$ cat src/rtl/task_pkg.sv
// rtl/task_pkg.sv - shared constants and framer state encoding for the task answer path
//
// Purpose: holds the task-7 frame marker, the payload length field width and
// the answer framer state encoding so every user agrees on one definition.
// Ports: none (package).

package task_pkg;

  // Width of the payload length field carried with every task packet.
  localparam int TASK_7_PKT_SIZE_IN_BYTES = 12;

  // Marker byte that opens every answer frame.
  localparam logic [7:0] TASK_7_SYNC_BYTE = 8'hA5;

  // Raw state codes, kept as plain constants for older code that compares
  // against bit patterns directly.
  localparam logic [2:0] ST_IDLE    = 3'd0;
  localparam logic [2:0] ST_SYNC    = 3'd1;
  localparam logic [2:0] ST_LEN_HI  = 3'd2;
  localparam logic [2:0] ST_LEN_LO  = 3'd3;
  localparam logic [2:0] ST_FETCH   = 3'd4;
  localparam logic [2:0] ST_SETTLE  = 3'd5;
  localparam logic [2:0] ST_PAYLOAD = 3'd6;
  localparam logic [2:0] ST_CSUM    = 3'd7;

  typedef enum logic [2:0] {
    FR_IDLE    = ST_IDLE,
    FR_SYNC    = ST_SYNC,
    FR_LEN_HI  = ST_LEN_HI,
    FR_LEN_LO  = ST_LEN_LO,
    FR_FETCH   = ST_FETCH,
    FR_SETTLE  = ST_SETTLE,
    FR_PAYLOAD = ST_PAYLOAD,
    FR_CSUM    = ST_CSUM
  } task_7_state_e;

endpackage

$ cat src/rtl/task_7_answer_framer.sv
// rtl/task_7_answer_framer.sv - wraps task output packets into sync/length/payload/checksum frames
//
// Purpose: pops payload bytes from the task output FIFO one at a time and emits
// a byte stream: SYNC_BYTE, {4'h0,len[11:8]}, len[7:0], payload, checksum.
// The checksum is the mod-256 sum of both length bytes and all payload bytes.
// Ports:
//   i_clk, i_rst               clock, synchronous active-high reset
//   i_tanswer_ready            task output has a byte/packet available
//   i_tdata                    current payload byte at the FIFO head
//   i_tanswer_data_last        FIFO marks the final payload byte (checked only)
//   i_packet_size_in_bytes     payload length, latched at frame start
//   o_tmanager_ready           one-cycle pop strobe to the FIFO
//   o_tx_data/valid/last       framed byte stream, last marks the checksum
//   i_tx_ready                 sink handshake
//   o_busy                     high from frame start until checksum accepted
//   o_err_len                  one-cycle pulse on a last-flag/length mismatch

module task_7_answer_framer
  import task_pkg::*;
#(
  parameter logic [7:0] SYNC_BYTE = TASK_7_SYNC_BYTE
) (
  input  logic                                i_clk,
  input  logic                                i_rst,
  input  logic                                i_tanswer_ready,
  input  logic [7:0]                          i_tdata,
  input  logic                                i_tanswer_data_last,
  input  logic [TASK_7_PKT_SIZE_IN_BYTES-1:0] i_packet_size_in_bytes,
  output logic                                o_tmanager_ready,
  output logic [7:0]                          o_tx_data,
  output logic                                o_tx_valid,
  input  logic                                i_tx_ready,
  output logic                                o_tx_last,
  output logic                                o_busy,
  output logic                                o_err_len
);

  localparam int LW = TASK_7_PKT_SIZE_IN_BYTES;

  task_7_state_e state;
  logic [LW-1:0] len;
  logic [LW-1:0] cnt;
  logic [LW-1:0] cnt_inc;
  logic [7:0]    csum;
  logic [7:0]    hold;
  logic          tx_fire;

  assign tx_fire = o_tx_valid && i_tx_ready;
  assign cnt_inc = cnt + {{(LW-1){1'b0}}, 1'b1};

  // The pop strobe is only ever raised in FETCH, and FETCH always leaves on
  // the pop edge, so the strobe can never be high two cycles in a row.
  assign o_tmanager_ready = (state == FR_FETCH) && i_tanswer_ready;

  always_ff @(posedge i_clk) begin
    if (i_rst) begin
      state      <= FR_IDLE;
      len        <= '0;
      cnt        <= '0;
      csum       <= '0;
      hold       <= '0;
      o_tx_data  <= '0;
      o_tx_valid <= 1'b0;
      o_tx_last  <= 1'b0;
      o_busy     <= 1'b0;
      o_err_len  <= 1'b0;
    end else begin
      o_err_len <= 1'b0;
      case (state)
        FR_IDLE: begin
          if (i_tanswer_ready && (i_packet_size_in_bytes != '0)) begin
            len        <= i_packet_size_in_bytes;
            cnt        <= '0;
            csum       <= '0;
            o_tx_data  <= SYNC_BYTE;
            o_tx_valid <= 1'b1;
            o_busy     <= 1'b1;
            state      <= FR_SYNC;
          end
        end
        FR_SYNC: begin
          if (tx_fire) begin
            o_tx_data <= {4'h0, len[11:8]};
            state     <= FR_LEN_HI;
          end
        end
        // The checksum accumulates each byte as it is accepted, so the byte
        // currently on o_tx_data is folded in at its accept edge.
        FR_LEN_HI: begin
          if (tx_fire) begin
            csum      <= csum + o_tx_data;
            o_tx_data <= len[7:0];
            state     <= FR_LEN_LO;
          end
        end
        FR_LEN_LO: begin
          if (tx_fire) begin
            csum       <= csum + o_tx_data;
            o_tx_valid <= 1'b0;
            state      <= FR_FETCH;
          end
        end
        FR_FETCH: begin
          if (i_tanswer_ready) begin
            hold      <= i_tdata;
            // The last flag must coincide exactly with byte number len.
            o_err_len <= i_tanswer_data_last != (cnt_inc == len);
            state     <= FR_SETTLE;
          end
        end
        // One idle cycle after the pop lets the FIFO head advance before the
        // next FETCH looks at it again.
        FR_SETTLE: begin
          o_tx_data  <= hold;
          o_tx_valid <= 1'b1;
          state      <= FR_PAYLOAD;
        end
        FR_PAYLOAD: begin
          if (tx_fire) begin
            cnt  <= cnt_inc;
            csum <= csum + o_tx_data;
            if (cnt_inc == len) begin
              o_tx_data <= csum + o_tx_data;
              o_tx_last <= 1'b1;
              state     <= FR_CSUM;
            end else begin
              o_tx_valid <= 1'b0;
              state      <= FR_FETCH;
            end
          end
        end
        FR_CSUM: begin
          if (tx_fire) begin
            o_tx_valid <= 1'b0;
            o_tx_last  <= 1'b0;
            o_busy     <= 1'b0;
            state      <= FR_IDLE;
          end
        end
        default: state <= FR_IDLE;
      endcase
    end
  end

endmodule

$ cat config.mk
export PLATFORM = sky130hd
export DESIGN_NAME = task_7_answer_framer
export DESIGN_NICKNAME = d
export VERILOG_FILES = /design/src/rtl/task_pkg.sv /design/src/rtl/task_7_answer_framer.sv
export SDC_FILE = /design/constraint.sdc
export NUM_CORES = 1
export LEC_CHECK = 0
export CAP_MARGIN = 15
export CORE_MARGIN = 4
export CORE_UTILIZATION = 25
export CTS_CLUSTER_DIAMETER = 200
export DETAILED_ROUTE_END_ITERATION = 6
export PLACE_DENSITY = 0.46
export SLEW_MARGIN = 20
export SYNTH_ARGS = -nofsm -noshare
export SYNTH_HDL_FRONTEND = slang
export SYNTH_SLANG_ARGS = --single-unit
$ cat constraint.sdc
create_clock -name i_clk -period 5.4 [get_ports i_clk]
set_input_delay 1.08 -clock i_clk [delete_from_list [all_inputs] [get_ports i_clk]]
set_output_delay 1.08 -clock i_clk [all_outputs]
set_load 0.005 [all_outputs]
==> run metrics, run 1 <==
Residual DRC=0; Die Span X=123 um; Hold Path Depth=2; final worst path period need=3.96 ns; IO buf count=37; met3 Usage GRT=2.15%; Critical Path RT=4.32 ns; Worst Clk Skew=0.00779 ns; period utilization=73.4%; routing usage on met2=19.4%; synthesized area=3320 sq um; setup TNS=0 ns; Final Max Tran Viols=0; syn_nets=452; worst r2r src=cnt[0]$_SDFFE_PP0P_; XOR/XNOR Fraction of Synth Area=5.27%; largest family of logic cells by synthesized area=simple AND/OR/NAND/NOR gates; busiest grt layer=met2; # diodes=0; maximum clock frequency=252 MHz; Cells after Synth=418; Pint=696 uW; Routed wire per std cell=15.8 um; DPL Wire Length=7.18 mm; HP Class=reg -> reg; NetSw=301 uW; Synth Area in Compound Gates=21.0%; sw frac=30.2%; r2r worst-path depth=8; Clk network pwr share=34.5%; Via density=4.97; Area Overhead vs Synth=18.2%; global-route usage over all layers=13.1%; Data arrival, critical path=2.88 ns; Placement Cell Area=3770 sq um; Die ar.=15200 sq um; FF+latch count, synth=55; Initial Util=25.9%; Core Box Area=12800 sq um; via count=3046; DRT Pass-1 Iters=5; Final Hold Vio Count=0; Sequential Power Share=45.9%; crit-path max FO=10; outcome=finished, final reports clean; io pins=38; Synth Area in Simple Gates=25.6%; most common cell after layout, fill and taps aside=nor2_1; number of antenna violations at the first check in global routing=0; vias in the first global route=2931; pwr/cell area=254 nW/um^2; fraction of layout cells with a size suffix above 1=5.22%; CP startpoint=i_tanswer_ready; post-synthesis mux area share=5.73%; Clock Path Buffers=2; row count=41; Final ANT Viol Nets=0; post-synthesis sequential area ratio=33.1%; Main synth FF type=dfxtp_1; critical path startpoint category=input port; Netlist cell types=65; Worst Tran Pin Value=1.01 ns; CTS hold repair buffers=0; CTS Sinks=55; Crit. End Element=primary output; GR Overflow Total=0; met1 Use GR=19.4%; Worst-path clk slew=0.08 ns; Max Cap Violations=0; pin count of the biggest net entering global routing=51; Async SR Flop Fraction=0%; most frequent cells in the layout=nor2_1, dfxtp_1, nand2_1; first-pass GRT wire length=15.5 mm; number of enable flip-flop cells after synthesis=0; die height=123 um; Final setup viols=0; post-route design area=3930 sq um; pre-CTS setup slack=1.40 ns; final WL=9.72 mm; Final WS setup=1.44 ns; post-CTS sizing=0; placed cell count=605; Starting DRT DRC Count=186; VDD IR-drop max=0.000129 V; Post-Synth Adder-Cell Area=3.62%; leak pwr=1.41 nW; Slew headroom=32.6%; TritonCTS clock tree=yes; clk root buf=clkbuf_16; Logic pwr share=19.5%; Post-Syn Area per Cell=7.95 sq um; CTS Buf Count=5; WS Path Type=in -> out; HP Start=hold[2]$_SDFFE_PP0P_; Placer Congestion=0.792; Syn. warnings=0; RSZ-0062 raised after global routing=no; Finished Layout Cells=613; Layout Nets=474; htree depth=2; postcts setup bufs=0; clock latency on the worst-skew pair=0.30 ns
## layer usage
metal  share of wire, %  vias to the layer above
li1                   -                     1531
met1                 52                     1430
met2                 42                       78
met3                4.2                        7
met4                1.3                        0
met5                  0                        -
## cells by family (layout without fill, tap and decap cells)
| group | Yosys count | after routing |
|---|---|---|
| mux | 19 | 19 |
| compound gates | 110 | 110 |
| buf+inv | 36 | 59 |
| xor+xnor | 20 | 20 |
| flops | 55 | 55 |
| simple gates | 169 | 169 |
| fa+ha+maj | 9 | 9 |
## final timing paths
check / slack [ns] / to
worst max-delay path: 1.44 / o_tmanager_ready
worst min-delay path: 0.46 / hold[2]$_SDFFE_PP0P_
worst max register to register: 2.14 / o_tx_data[2]$_SDFFE_PP0P_
worst min register to register: 0.46 / hold[2]$_SDFFE_PP0P_
## flip-flops by register name, summed over array words and instances, names as in the netlist
signal	flops
o_tx_last	1
state	3
hold	8
o_tx_data	8
csum	8
len	12
o_err_len	1
o_busy	1
o_tx_valid	1
cnt	12
## cell usage after synthesis (4+ instances only)
master,number,area (sq um)
nor2_1,63,236
dfxtp_1,55,1100
nand2_1,48,180
a21oi_1,36,180
o21ai_0,25,125
mux2i_1,19,190
clkbuf_1,13,48.8
xnor2_1,12,105
inv_1,11,41.3
ha_1,8,100
nand3_1,8,40.0
nor3_1,8,40.0
xor2_1,8,70.1
o22ai_1,6,37.5
a31oi_1,5,31.3
and3_1,5,31.3
buf_6,5,56.3
o21a_1,5,37.5
nor2b_1,4,25.0
nor4_1,4,25.0
## power groups by stage
stage | sequential, mW | clock, mW | combinational [mW]
finish | 0.458 | 0.344 | 0.195
global route | 0.461 | 0.376 | 0.216
CTS | 0.458 | 0.361 | 0.194
detailed placement | 0.467 | 0 | 0.193
global placement | 0.468 | 0 | 0.193
floorplan | 0.449 | 0 | 0.138
## cell type report
| type | instances | area (sq um) |
|---|---|---|
| clock buffers | 5 | 125 |
| clock inverters | 3 | 26.3 |
| fillers | 1428 | 8900 |
| inverters | 12 | 45.0 |
| multi-input cells | 327 | 2030 |
| flip-flops and latches | 55 | 1100 |
| well taps | 172 | 215 |
| repair buffers | 39 | 380 |
## critical path, stage by stage
cell and delay (ns):
clkdlybuf4s50_1 0.43, nand2b_1 0.17, nor2_1 0.08, nand2_1 0.30
clkinv_1 0.30, clkdlybuf4s50_1 0.52
## stage by stage
stage	power [mW]	hold slack [ns]	util [%]
6_report	0.997	0.461	30.6
5_1_grt	1.05	0.498	30.6
4_1_cts	1.01	0.462	30.6
3_5_place_dp	0.661	0.450	29.4
3_3_place_gp	0.661	0.451	29.4
2_1_floorplan	0.586	0.432	-
(Power assumes the default switching activity.)
==> inputs of run 2 (changes only) <==
- PLACE_DENSITY: 0.46 -> 0.47
- clock period: 5.4 -> 3.3 ns (I/O delays scaled with it)
==> run 2 against run 1 <==
  * Via count grew 0.82%
  * Register-to-register slack lost 1.8 ns
  * First-iteration DRC count grew 66%
  * Clock-buffer cell count grew 1
  * Critical path type is now reg -> reg
  * Clock skew shrank 0.0017 ns
==> run metrics, run 2 (synthesis results as in run 1) <==
outcome=finished, final reports clean (unchanged); number of antenna violations at the first check in global routing=0 (unchanged); area occupied by multi-input gates=2030 sq um (unchanged); CTS Buf Count=5 (unchanged); VDD IR-drop max=0.000222 V (was 0.000129 V); io pins=38 (unchanged); crit-path max FO=8 (was 10); IO buf count=37 (unchanged); Initial Util=25.9% (unchanged); met3 Usage GRT=1.60% (was 2.15%); Final setup viols=0 (unchanged); busiest grt layer=met1 (was met2); Slew headroom=61.3% (was 32.6%); Routed wire per std cell=15.0 um (was 15.8 um); Data arrival, critical path=3.16 ns (was 2.88 ns); Final ANT Viol Nets=0 (unchanged); CTS Sinks=55 (unchanged); Max Cap Violations=0 (unchanged); Final WS setup=0.371 ns (was 1.44 ns); pwr/cell area=401 nW/um^2 (was 254 nW/um^2); Layout Nets=486 (was 474); Final Max Tran Viols=0 (unchanged); Placement Cell Area=3860 sq um (was 3770 sq um); Final Hold Vio Count=0 (unchanged); Starting DRT DRC Count=308 (was 186); Die Span X=123 um (unchanged); DPL Wire Length=7.12 mm (was 7.18 mm); pre-CTS setup slack=0.316 ns (was 1.40 ns); post-CTS sizing=0 (unchanged); WS Path Type=reg -> reg (was in -> out); vias in the first global route=2984 (was 2931); final WL=9.40 mm (was 9.72 mm); most frequent cells in the layout=nor2_1, dfxtp_1, nand2_1 (unchanged); row count=41 (unchanged); Core Box Area=12800 sq um (unchanged); Worst-path clk slew=0.08 ns (about the same); GR Overflow Total=0 (unchanged); htree depth=2 (unchanged); Clock Path Buffers=2 (unchanged); fillers=1423 (was 1428); via count=3071 (was 3046); Crit. End Element=register (was primary output); Placer Congestion=0.806 (was 0.792); leak pwr=1.46 nW (was 1.41 nW); Residual DRC=0 (unchanged); routing usage on met2=18.9% (was 19.4%); register area=1100 sq um (unchanged); met1 Use GR=19.5% (was 19.4%); critical path startpoint category=register (was input port); Critical Path RT=3.53 ns (was 4.32 ns); most common cell after layout, fill and taps aside=nor2_1 (unchanged); # diodes=0 (unchanged); post-route design area=4010 sq um (was 3930 sq um); fraction of layout cells with a size suffix above 1=7.51% (was 5.22%); period utilization=88.8%; maximum clock frequency=341 MHz; postcts setup bufs=0 (unchanged); Worst Tran Pin Value=0.580 ns (was 1.01 ns); Top Registers=cnt: 12 flops, len: 12 flops (unchanged); HP Class=reg -> reg (unchanged); Die ar.=15200 sq um (unchanged); RSZ-0062 raised after global routing=no (unchanged); setup TNS=0 ns (unchanged); die height=123 um (unchanged); DRT Pass-1 Iters=4 (was 5); final worst path period need=2.93 ns; first-pass GRT wire length=15.4 mm (was 15.5 mm); pin count of the biggest net entering global routing=50 (was 51); clk root buf=clkbuf_16 (unchanged); clock latency on the worst-skew pair=0.29 ns (was 0.30 ns); TritonCTS clock tree=yes (unchanged); CTS hold repair buffers=0 (unchanged); Worst Clk Skew=0.00606 ns (was 0.00779 ns); Via density=4.91 (was 4.97); global-route usage over all layers=12.9% (was 13.1%); Area Overhead vs Synth=20.6% (was 18.2%)
-- run 2: cell types whose count changed in the layout (fill, tap and decap cells not counted), sizes merged --
cell | previous run | this run
buf | 3 | 15
inv | 14 | 11
clkinvlp | 0 | 1
clkbuf | 5 | 6
clkinv | 1 | 2
-- run 2: path summary, 6_finish.rpt --
| check | slack, ns | depth (start not counted) | to | from |
|---|---|---|---|---|
| worst max-delay path | 0.37 | 8 | o_tx_data[5]$_SDFFE_PP0P_ | cnt[1]$_SDFFE_PP0P_ |
| worst min-delay path | 0.46 | 2 | hold[2]$_SDFFE_PP0P_ | hold[2]$_SDFFE_PP0P_ |
| worst max register to register | 0.37 | 8 | o_tx_data[5]$_SDFFE_PP0P_ | cnt[1]$_SDFFE_PP0P_ |
| worst min register to register | 0.46 | 2 | hold[2]$_SDFFE_PP0P_ | hold[2]$_SDFFE_PP0P_ |
-- run 2: routing by layer --
metal	wire [um]	part of all wire (%)
met1	4810	51
met2	3920	42
met3	509	5.4
met4	158	1.7
met5	0	0
-- run 2: layout make-up --
type / count / area share (%)
Inverter: 12 / 1.12
Clock inverter: 2 / 0.312
Timing Repair Buffer: 51 / 11.7
Clock buffer: 6 / 3.22
Sequential cell: 55 / 27.5
Multi-Input combinational cell: 327 / 50.7
Tap cell: 172 / 5.37
-- run 2: power by group --
group	leakage (nW)	switching (mW)	internal, mW	total [mW]
Clock	0.0669	0.255	0.282	0.537
Combinational	0.943	0.163	0.160	0.323
Sequential	0.447	0.0530	0.696	0.749
Total	1.46	0.471	1.14	1.61
-- run 2: worst max-delay path, cell delays in order (launching register included) --
cell and delay, ns:
dfxtp_1 0.43, ha_1 0.36, nand3_1 0.18, or3b_1 0.44, xnor2_1 0.15, or4_1 0.43
and4b_2 0.37, or2_1 0.29, mux2i_1 0.21
-- run 2: stage by stage --
| stage | hold slack [ns] | total power, mW | instances | utilization, % |
|---|---|---|---|---|
| after floorplan | 0.432 | 0.959 | 418 | - |
| after global placement | 0.452 | 1.09 | 617 | 30.1 |
| after detailed placement | 0.453 | 1.09 | 617 | 30.1 |
| after CTS | 0.468 | 1.63 | 625 | 31.2 |
| after global routing | 0.508 | 1.68 | 625 | 31.2 |
| final | 0.462 | 1.61 | 625 | 31.2 |
